[src/rtl/vend_pkg.sv]
// Shared definitions for the vending front end: coin codes seen by the
// vending FSM and the one-hot state encoding of the coin acceptor.
package vend_pkg;

    localparam logic [1:0] COIN_NONE = 2'b00;
    localparam logic [1:0] COIN_05   = 2'b01;
    localparam logic [1:0] COIN_10   = 2'b10;

    typedef enum logic [2:0] {
        IDLE = 3'b001,
        EMIT = 3'b010,
        HOLD = 3'b100
    } acc_state_e;

endpackage

[src/rtl/coin_debounce.sv]
// One coin sensor channel: two-flop synchroniser, counter debounce and a
// one-cycle pulse on every rising edge of the debounced level.
module coin_debounce #(
    parameter int unsigned DEB_CYC = 4
) (
    input  logic clk,
    input  logic rstn,
    input  logic sns_i,
    output logic rise_o
);

    // The level flips on the DEB_CYC-th consecutive differing sample.
    localparam logic [3:0] DEB_LAST = 4'(DEB_CYC - 1);

    logic       sync1_q;
    logic       sync2_q;
    logic       level_q;
    logic       rise_q;
    logic [3:0] cnt_q;

    // Two flops bring the asynchronous sensor into the clk domain.
    always_ff @(posedge clk) begin
        if (!rstn) begin
            sync1_q <= 1'b0;
            sync2_q <= 1'b0;
        end else begin
            sync1_q <= sns_i;
            sync2_q <= sync1_q;
        end
    end

    // Count disagreeing samples; flip the level after DEB_CYC in a row and flag a rise.
    always_ff @(posedge clk) begin
        if (!rstn) begin
            cnt_q   <= '0;
            level_q <= 1'b0;
            rise_q  <= 1'b0;
        end else begin
            rise_q <= 1'b0;
            if (sync2_q == level_q) begin
                cnt_q <= '0;
            end else if (cnt_q == DEB_LAST) begin
                cnt_q   <= '0;
                level_q <= ~level_q;
                rise_q  <= ~level_q;
            end else begin
                cnt_q <= cnt_q + 4'd1;
            end
        end
    end

    assign rise_o = rise_q;

endmodule

[src/rtl/coin_acceptor.sv]
// Coin acceptor front end: debounces both sensors, classifies each insertion
// (accept / reject / error) and hands accepted coins to the vending FSM as
// single-cycle codes separated by at least GAP_CYC idle cycles.
module coin_acceptor
    import vend_pkg::*;
#(
    parameter int unsigned DEB_CYC = 4,
    parameter int unsigned GAP_CYC = 2
) (
    input  logic       clk,
    input  logic       rstn,
    input  logic       sns_05,
    input  logic       sns_10,
    input  logic       en,
    output logic [1:0] coin,
    output logic       rej,
    output logic       coin_err
);

    localparam logic [3:0] GAP_LOAD = 4'(GAP_CYC);

    // Bit 0 is the 0.5-yuan channel, bit 1 the 1-yuan channel.
    logic [1:0] sns_raw;
    logic [1:0] rise;

    logic [1:0] acc;
    logic [1:0] avail;
    logic       try_emit;

    acc_state_e state_q, state_d;
    logic [1:0] coin_q, coin_d;
    logic [3:0] gap_q, gap_d;
    logic [1:0] pend_q, pend_d;
    logic       rej_q, rej_d;
    logic       err_q, err_d;

    assign sns_raw = {sns_10, sns_05};

    generate
        for (genvar gi = 0; gi < 2; gi++) begin : g_deb
            coin_debounce #(
                .DEB_CYC(DEB_CYC)
            ) u_deb (
                .clk   (clk),
                .rstn  (rstn),
                .sns_i (sns_raw[gi]),
                .rise_o(rise[gi])
            );
        end
    endgenerate

    // Decide the fate of this cycle's insertions: reject, flag an error, or accept.
    always_comb begin
        acc   = 2'b00;
        rej_d = 1'b0;
        err_d = 1'b0;
        if (rise != 2'b00) begin
            if (!en) begin
                rej_d = 1'b1;
            end else if (rise == 2'b11) begin
                rej_d = 1'b1;
                err_d = 1'b1;
            end else if ((rise & pend_q) != 2'b00) begin
                // Already one of this denomination waiting: keep it, bounce the new one.
                rej_d = 1'b1;
                err_d = 1'b1;
            end else begin
                acc = rise;
            end
        end
    end

    // Emit scheduler: a coin accepted this cycle may be emitted straight away from IDLE.
    always_comb begin
        avail    = pend_q | acc;
        state_d  = state_q;
        coin_d   = COIN_NONE;
        gap_d    = gap_q;
        pend_d   = avail;
        try_emit = 1'b0;
        case (state_q)
            IDLE: try_emit = 1'b1;
            EMIT: begin
                gap_d   = GAP_LOAD;
                state_d = HOLD;
            end
            HOLD: begin
                if (gap_q <= 4'd1) begin
                    // Last idle cycle of the gap: the next code may follow immediately.
                    gap_d    = '0;
                    state_d  = IDLE;
                    try_emit = 1'b1;
                end else begin
                    gap_d = gap_q - 4'd1;
                end
            end
            default: state_d = IDLE;
        endcase
        if (try_emit) begin
            if (avail[0]) begin
                coin_d    = COIN_05;
                pend_d[0] = 1'b0;
                state_d   = EMIT;
            end else if (avail[1]) begin
                coin_d    = COIN_10;
                pend_d[1] = 1'b0;
                state_d   = EMIT;
            end
        end
    end

    // State, pending coins and registered outputs.
    always_ff @(posedge clk) begin
        if (!rstn) begin
            state_q <= IDLE;
            coin_q  <= COIN_NONE;
            gap_q   <= '0;
            pend_q  <= 2'b00;
            rej_q   <= 1'b0;
            err_q   <= 1'b0;
        end else begin
            state_q <= state_d;
            coin_q  <= coin_d;
            gap_q   <= gap_d;
            pend_q  <= pend_d;
            rej_q   <= rej_d;
            err_q   <= err_d;
        end
    end

    assign coin     = coin_q;
    assign rej      = rej_q;
    assign coin_err = err_q;

endmodule

[config.mk]
export PLATFORM = sky130hd
export DESIGN_NAME = coin_acceptor
export DESIGN_NICKNAME = d
export VERILOG_FILES = /design/src/rtl/vend_pkg.sv /design/src/rtl/coin_debounce.sv /design/src/rtl/coin_acceptor.sv
export SDC_FILE = /design/constraint.sdc
export NUM_CORES = 1
export LEC_CHECK = 0
export BUFFER_PORTS_ARGS = -buffer_cell sky130_fd_sc_hd__buf_2
export CORE_MARGIN = 2
export CORE_UTILIZATION = 56
export DETAILED_ROUTE_END_ITERATION = 8
export PLACE_DENSITY = 0.75
export SLEW_MARGIN = 20
export SYNTH_ARGS = -nofsm -noshare
export SYNTH_HDL_FRONTEND = slang
export SYNTH_SLANG_ARGS = --single-unit
[constraint.sdc]
create_clock -name clk -period 1.55 [get_ports clk]
set_input_delay 0.155 -clock clk [delete_from_list [all_inputs] [get_ports clk]]
set_output_delay 0.155 -clock clk [all_outputs]
set_load 0.005 [all_outputs]
-- Yosys cells after proc, flatten, opt, wreduce, memory -nomap -nowiden
Cells that the tools add are included.
- equal/unequal tests: 8
- muxes and demuxes: 20
- $lt $le $gt $ge: 1
- $add $sub $neg: 3
- reductions and logical operators: 14
- bitwise logic cells: 10
- operators by type and width (cell ; number):
    OR reduction 3 bit ; 5
    two-way mux 2 bit ; 6
    two-way mux 3 bit ; 4
    one-hot mux 3 bit (3 select lines) ; 1
    adder 4 x 1 -> 4 bit (second input constant) ; 2
    equality test 4 x 2 -> 1 bit (second input constant) ; 2
    NOT 1 bit ; 8
    one-hot mux 4 bit (2 select lines) ; 1
    AND reduction 2 bit ; 4
    two-way mux 1 bit ; 6
    nonzero test 2 bit ; 3
    <= comparator 4 x 1 -> 1 bit (second input constant) ; 1
    two-way mux 4 bit ; 1
    subtractor 4 x 1 -> 4 bit (second input constant) ; 1
    equality test 3 x 1 -> 1 bit (second input constant) ; 1
    equality test 3 x 2 -> 1 bit (second input constant) ; 1
    equality test 3 bit (second input constant) ; 1
    AND reduction 3 bit ; 1
    bitwise AND 2 bit ; 1
    equality test 1 bit ; 2
    equality test 2 bit (second input constant) ; 1
    OR 2 bit ; 1
    one-hot mux 1 bit (2 select lines) ; 1
    OR reduction 2 bit ; 1
- logic and storage cells: 74
- register bits: 29
- output and inout port bits: 4

-- Longest topological paths before layout
- depth in word-level cells: 10
- depth in mapped cells: 6

-- Hierarchy
Synthesis repeated with hierarchy kept, for this count alone.
- cell total of the unflattened synthesis: 127
- area total of the unflattened synthesis: 1192.4 um^2
- modules (own cells, without submodules) (module ; area an instance (um^2) ; instances ; cells each ; seq. area each (um^2)):
    coin_acceptor ; 639.4 ; 1 ; 75 ; 260.2
    coin_debounce ; 276.5 ; 2 ; 26 ; 160.2

-- Worst setup path after synthesis
No wires, ideal clock.
- kind: reg-to-reg
- from: reg gap_q[0]
- to: reg state_q[1]
- data required time: 1.434 ns
- cell stages (with the launch flop): 7
- setup slack: 0.220 ns
- clock period less this slack: 1.330 ns
- arrival: 1.214 ns
- buffers on the path: 0
- path through: dfxtp_1 -> inv_1 -> ha_1 -> nor2_1 -> nor4_2 -> o21ba_1 -> and3_1
- word-level cells in the longest chain between the ends: 6
- elaborated cells between the ends (all ways): 8
- classes of those cells: order compare (1); mux (7)
- RTL lines (what ; RTL line ; text):
    start, declared ; coin_acceptor.sv:32 ; logic [3:0] gap_q, gap_d;
    start signal, assigned ; coin_acceptor.sv:124 ; gap_q <= gap_d;
    <= comparator 4 x 1 -> 1 bit (*) ; coin_acceptor.sv:88 ; if (gap_q <= 4'd1) begin
    two-way mux 3 bit ; coin_acceptor.sv:88 ;
    one-hot mux 3 bit (3 select lines) ; coin_acceptor.sv:81 ; case (state_q)
    two-way mux 3 bit ; coin_acceptor.sv:104 ; end else if (avail[1]) begin
    two-way mux 3 bit ; coin_acceptor.sv:100 ; if (avail[0]) begin
    two-way mux 3 bit (*) ; coin_acceptor.sv:99 ; if (try_emit) begin
    end signal, assigned ; coin_acceptor.sv:122 ; state_q <= state_d;
    end, declared ; coin_acceptor.sv:30 ; acc_state_e state_q, state_d;
Mark *: on every way between the ends. The rest lies on a longest branch, timed or not.
A chain may end at the register's enable or synchronous reset.

-- Worst setup path after layout
Same ends and word-level chain as after synthesis.

==> results.tsv <==
metric	value	unit
outcome	completed	
numClockSinks	29	
critPathLaunch	gap_q[0]$_SDFFE_PN0P_	
cp_data_required_time	1.77	ns
die_h	50.1	um
drtIter0Drc	16	
endpoint	state_q[1]$_SDFF_PN0_	
yosysMostFrequentCell	dfxtp_1	
crit_arrival	1.67	ns
synth_common_cells	dfxtp_1 (29), nor2_1 (15), nand2_1 (11)	
rsz0062_at_grt	no	
area_growth	10.2	%
yosys.area.top_type	dfxtp_1	
synth-seq-cells	29	
yosysSeqAreaShare	0.488	
diodes	0	
syn_avg_cell_area	9.21	um2
worst_pin_slew	0.345	ns
syn_area	1190	um2
die_x	50.1	um
rows	16	
drive_above_1_share	0.120	
async_reset_ff_frac	0	
ys.flop_type	dfxtp_1	
r2r_end	state_q[1]$_SDFF_PN0_	
htreeDepth	2	
wl	1800	um
hold_viol_final	0	
cts_buffers	5	
routed-via-count	873	
overflow	0	
placed_area	1250	um2
postLayoutCellArea	1310	um2
layout_setup_ws	0.101	ns
fin_crit_sh	0.935	
clock_skew	0.00657	ns
grt_first_pass_wirelength	3260	um
maxSlewHeadroom	0.768	
yosysUniqueCellTypes	33	
maxCapViolCount	0	
rr_startpoint	gap_q[0]$_SDFFE_PN0P_	
avgRoutedWirePerCell	10.7	um
start_util	0.600	
setup_tns	0	ns
stdcell_count	169	
pre_cts_ws	0.110	ns
startpoint_type	flip-flop	
grt_max_degree	22	
grt_pass1_vias	813	
yosys_warnings	0	
crit_fanout	3	
crit_type	flip-flop to flip-flop	
path_clk_slew	0.08	ns
max_freq	0.690	GHz
routed_via_density	5.17	
io_pins	9	
p_leak	0.555	nW
r2r_cells	6	
drv_slew	0	
hold_class	primary input to flip-flop	
antenna_found_initial	0	
port_buffers	8	
syn_nets	138	
synthCells	129	
drc	0	
min_period	1.45	ns
synth_area_leaders	dfxtp_1 (49%), nor2_1 (4.7%), ha_1 (4.2%)	
placed_cells	162	
hpwlAfterDp	1290	um
cts_hold_buf	0	
insertion_delay	0.32	ns
r2r_slack	0.10	ns
ctsResizeCount	0	
power_density	935	nW/um2
cts_root_buf	clkbuf_4	
core	1980	um2
endpoint_kind	flip-flop	
netlist.area_leader.share	0.488	
setup-violations-final	0	
cts_setup_buffers	0	
hold_ws	0.0421	ns
fin_util	0.661	
final_nets	151	
drtPass1Iterations	4	
ant_nets	0	
ir_worst_vdd	578	uV
synth_edf_count	0	
clockBufferDepth	2	
power	1.23	mW
place_congestion	0.795	
cts_tree	yes	
grt_use_total	0.177	
die_area	2510	um2
## critical path: stages, from the launching register on
cell	delay, ns
dfxtp_1	0.36
inv_1	0.08
ha_1	0.22
nor2_1	0.22
nor4_2	0.09
o21ba_1	0.20
and3_1	0.17
## routing by layer
layer,part of all wire,up-vias,global-route usage
met5,0,-,0
met4,0.013,0,0.125
met3,0.034,4,0.0545
met2,0.49,10,0.285
met1,0.46,397,0.195
li1,-,462,-
## flip-flops by register name (all words and copies together) (netlist names)
signal,cells
g_deb.u_deb.sync1_q,2
coin_err,1
gap_q,4
g_deb.u_deb.rise_o,2
state_q,3
pend_q,2
g_deb.u_deb.cnt_q,8
coin,2
g_deb.u_deb.sync2_q,2
rej,1
g_deb.u_deb.level_q,2
## cell usage in the layout, fill, tap and decap left out
master / count
dfxtp_1: 29
nor2_1: 15
nand2_1: 11
buf_2: 8
nand3_1: 6
nor3_1: 6
and2_1: 6
o21ai_0: 5
a21oi_1: 5
xor2_1: 5
clkbuf_4: 5
inv_1: 4
nand2b_1: 4
ha_1: 4
xnor2_1: 3
nor2b_1: 3
a21boi_0: 2
a21o_1: 2
o21ai_1: 2
nor3b_2: 1
nand4b_1: 1
a21boi_1: 1
o211a_1: 1
o31ai_1: 1
mux2i_1: 1
a211o_1: 1
o21a_1: 1
nor4_2: 1
o21ba_1: 1
and3_1: 1
and3b_1: 1
o21bai_1: 1
and3b_2: 1
o2bb2ai_1: 1
clkbuf_8: 1
clkbuf_1: 1
## report_power, final
| group | switching (mW) | total, mW | leakage [nW] | internal (mW) |
|---|---|---|---|---|
| registers | 0.00366 | 0.754 | 0.235 | 0.751 |
| clock network | 0.232 | 0.446 | 0.0314 | 0.214 |
| logic | 0.0149 | 0.0254 | 0.289 | 0.0105 |
## worst min-delay path by stage
stage | start | endpoint | slack (ns) | cells after the start
3_5_place_dp | sns_05 | g_deb[0].u_deb.sync1_q$_SDFF_PN0_ | 0.37 | 2
4_1_cts | sns_05 | g_deb[0].u_deb.sync1_q$_SDFF_PN0_ | 0.03 | 2
6_report | sns_05 | g_deb[0].u_deb.sync1_q$_SDFF_PN0_ | 0.04 | 2
5_1_grt | sns_05 | g_deb[0].u_deb.sync1_q$_SDFF_PN0_ | 0.02 | 2
3_3_place_gp | sns_05 | g_deb[0].u_deb.sync1_q$_SDFF_PN0_ | 0.36 | 2
2_1_floorplan | en | coin_err$_SDFF_PN0_ | 0.27 | 2
## cells by family (layout without fill, tap and decap cells)
kind of cell,Yosys count,after routing,synth area share
simple gates,57,57,0.251
flops,29,29,0.488
compound gates,24,24,0.133
xor+xnor,8,8,0.0589
buf+inv,6,19,0.0189
fa+ha+maj,4,4,0.0421
mux,1,1,0.00842
## cell type report
class / instances / area, um2
inverter: 4 / 15.0
tap: 27 / 33.8
multi-input combinational: 94 / 586
clock buffer: 7 / 55.1
fill: 172 / 672
sequential: 29 / 581
timing repair buffer: 8 / 40.0
Note: power is estimated with default switching activity, not from simulation.
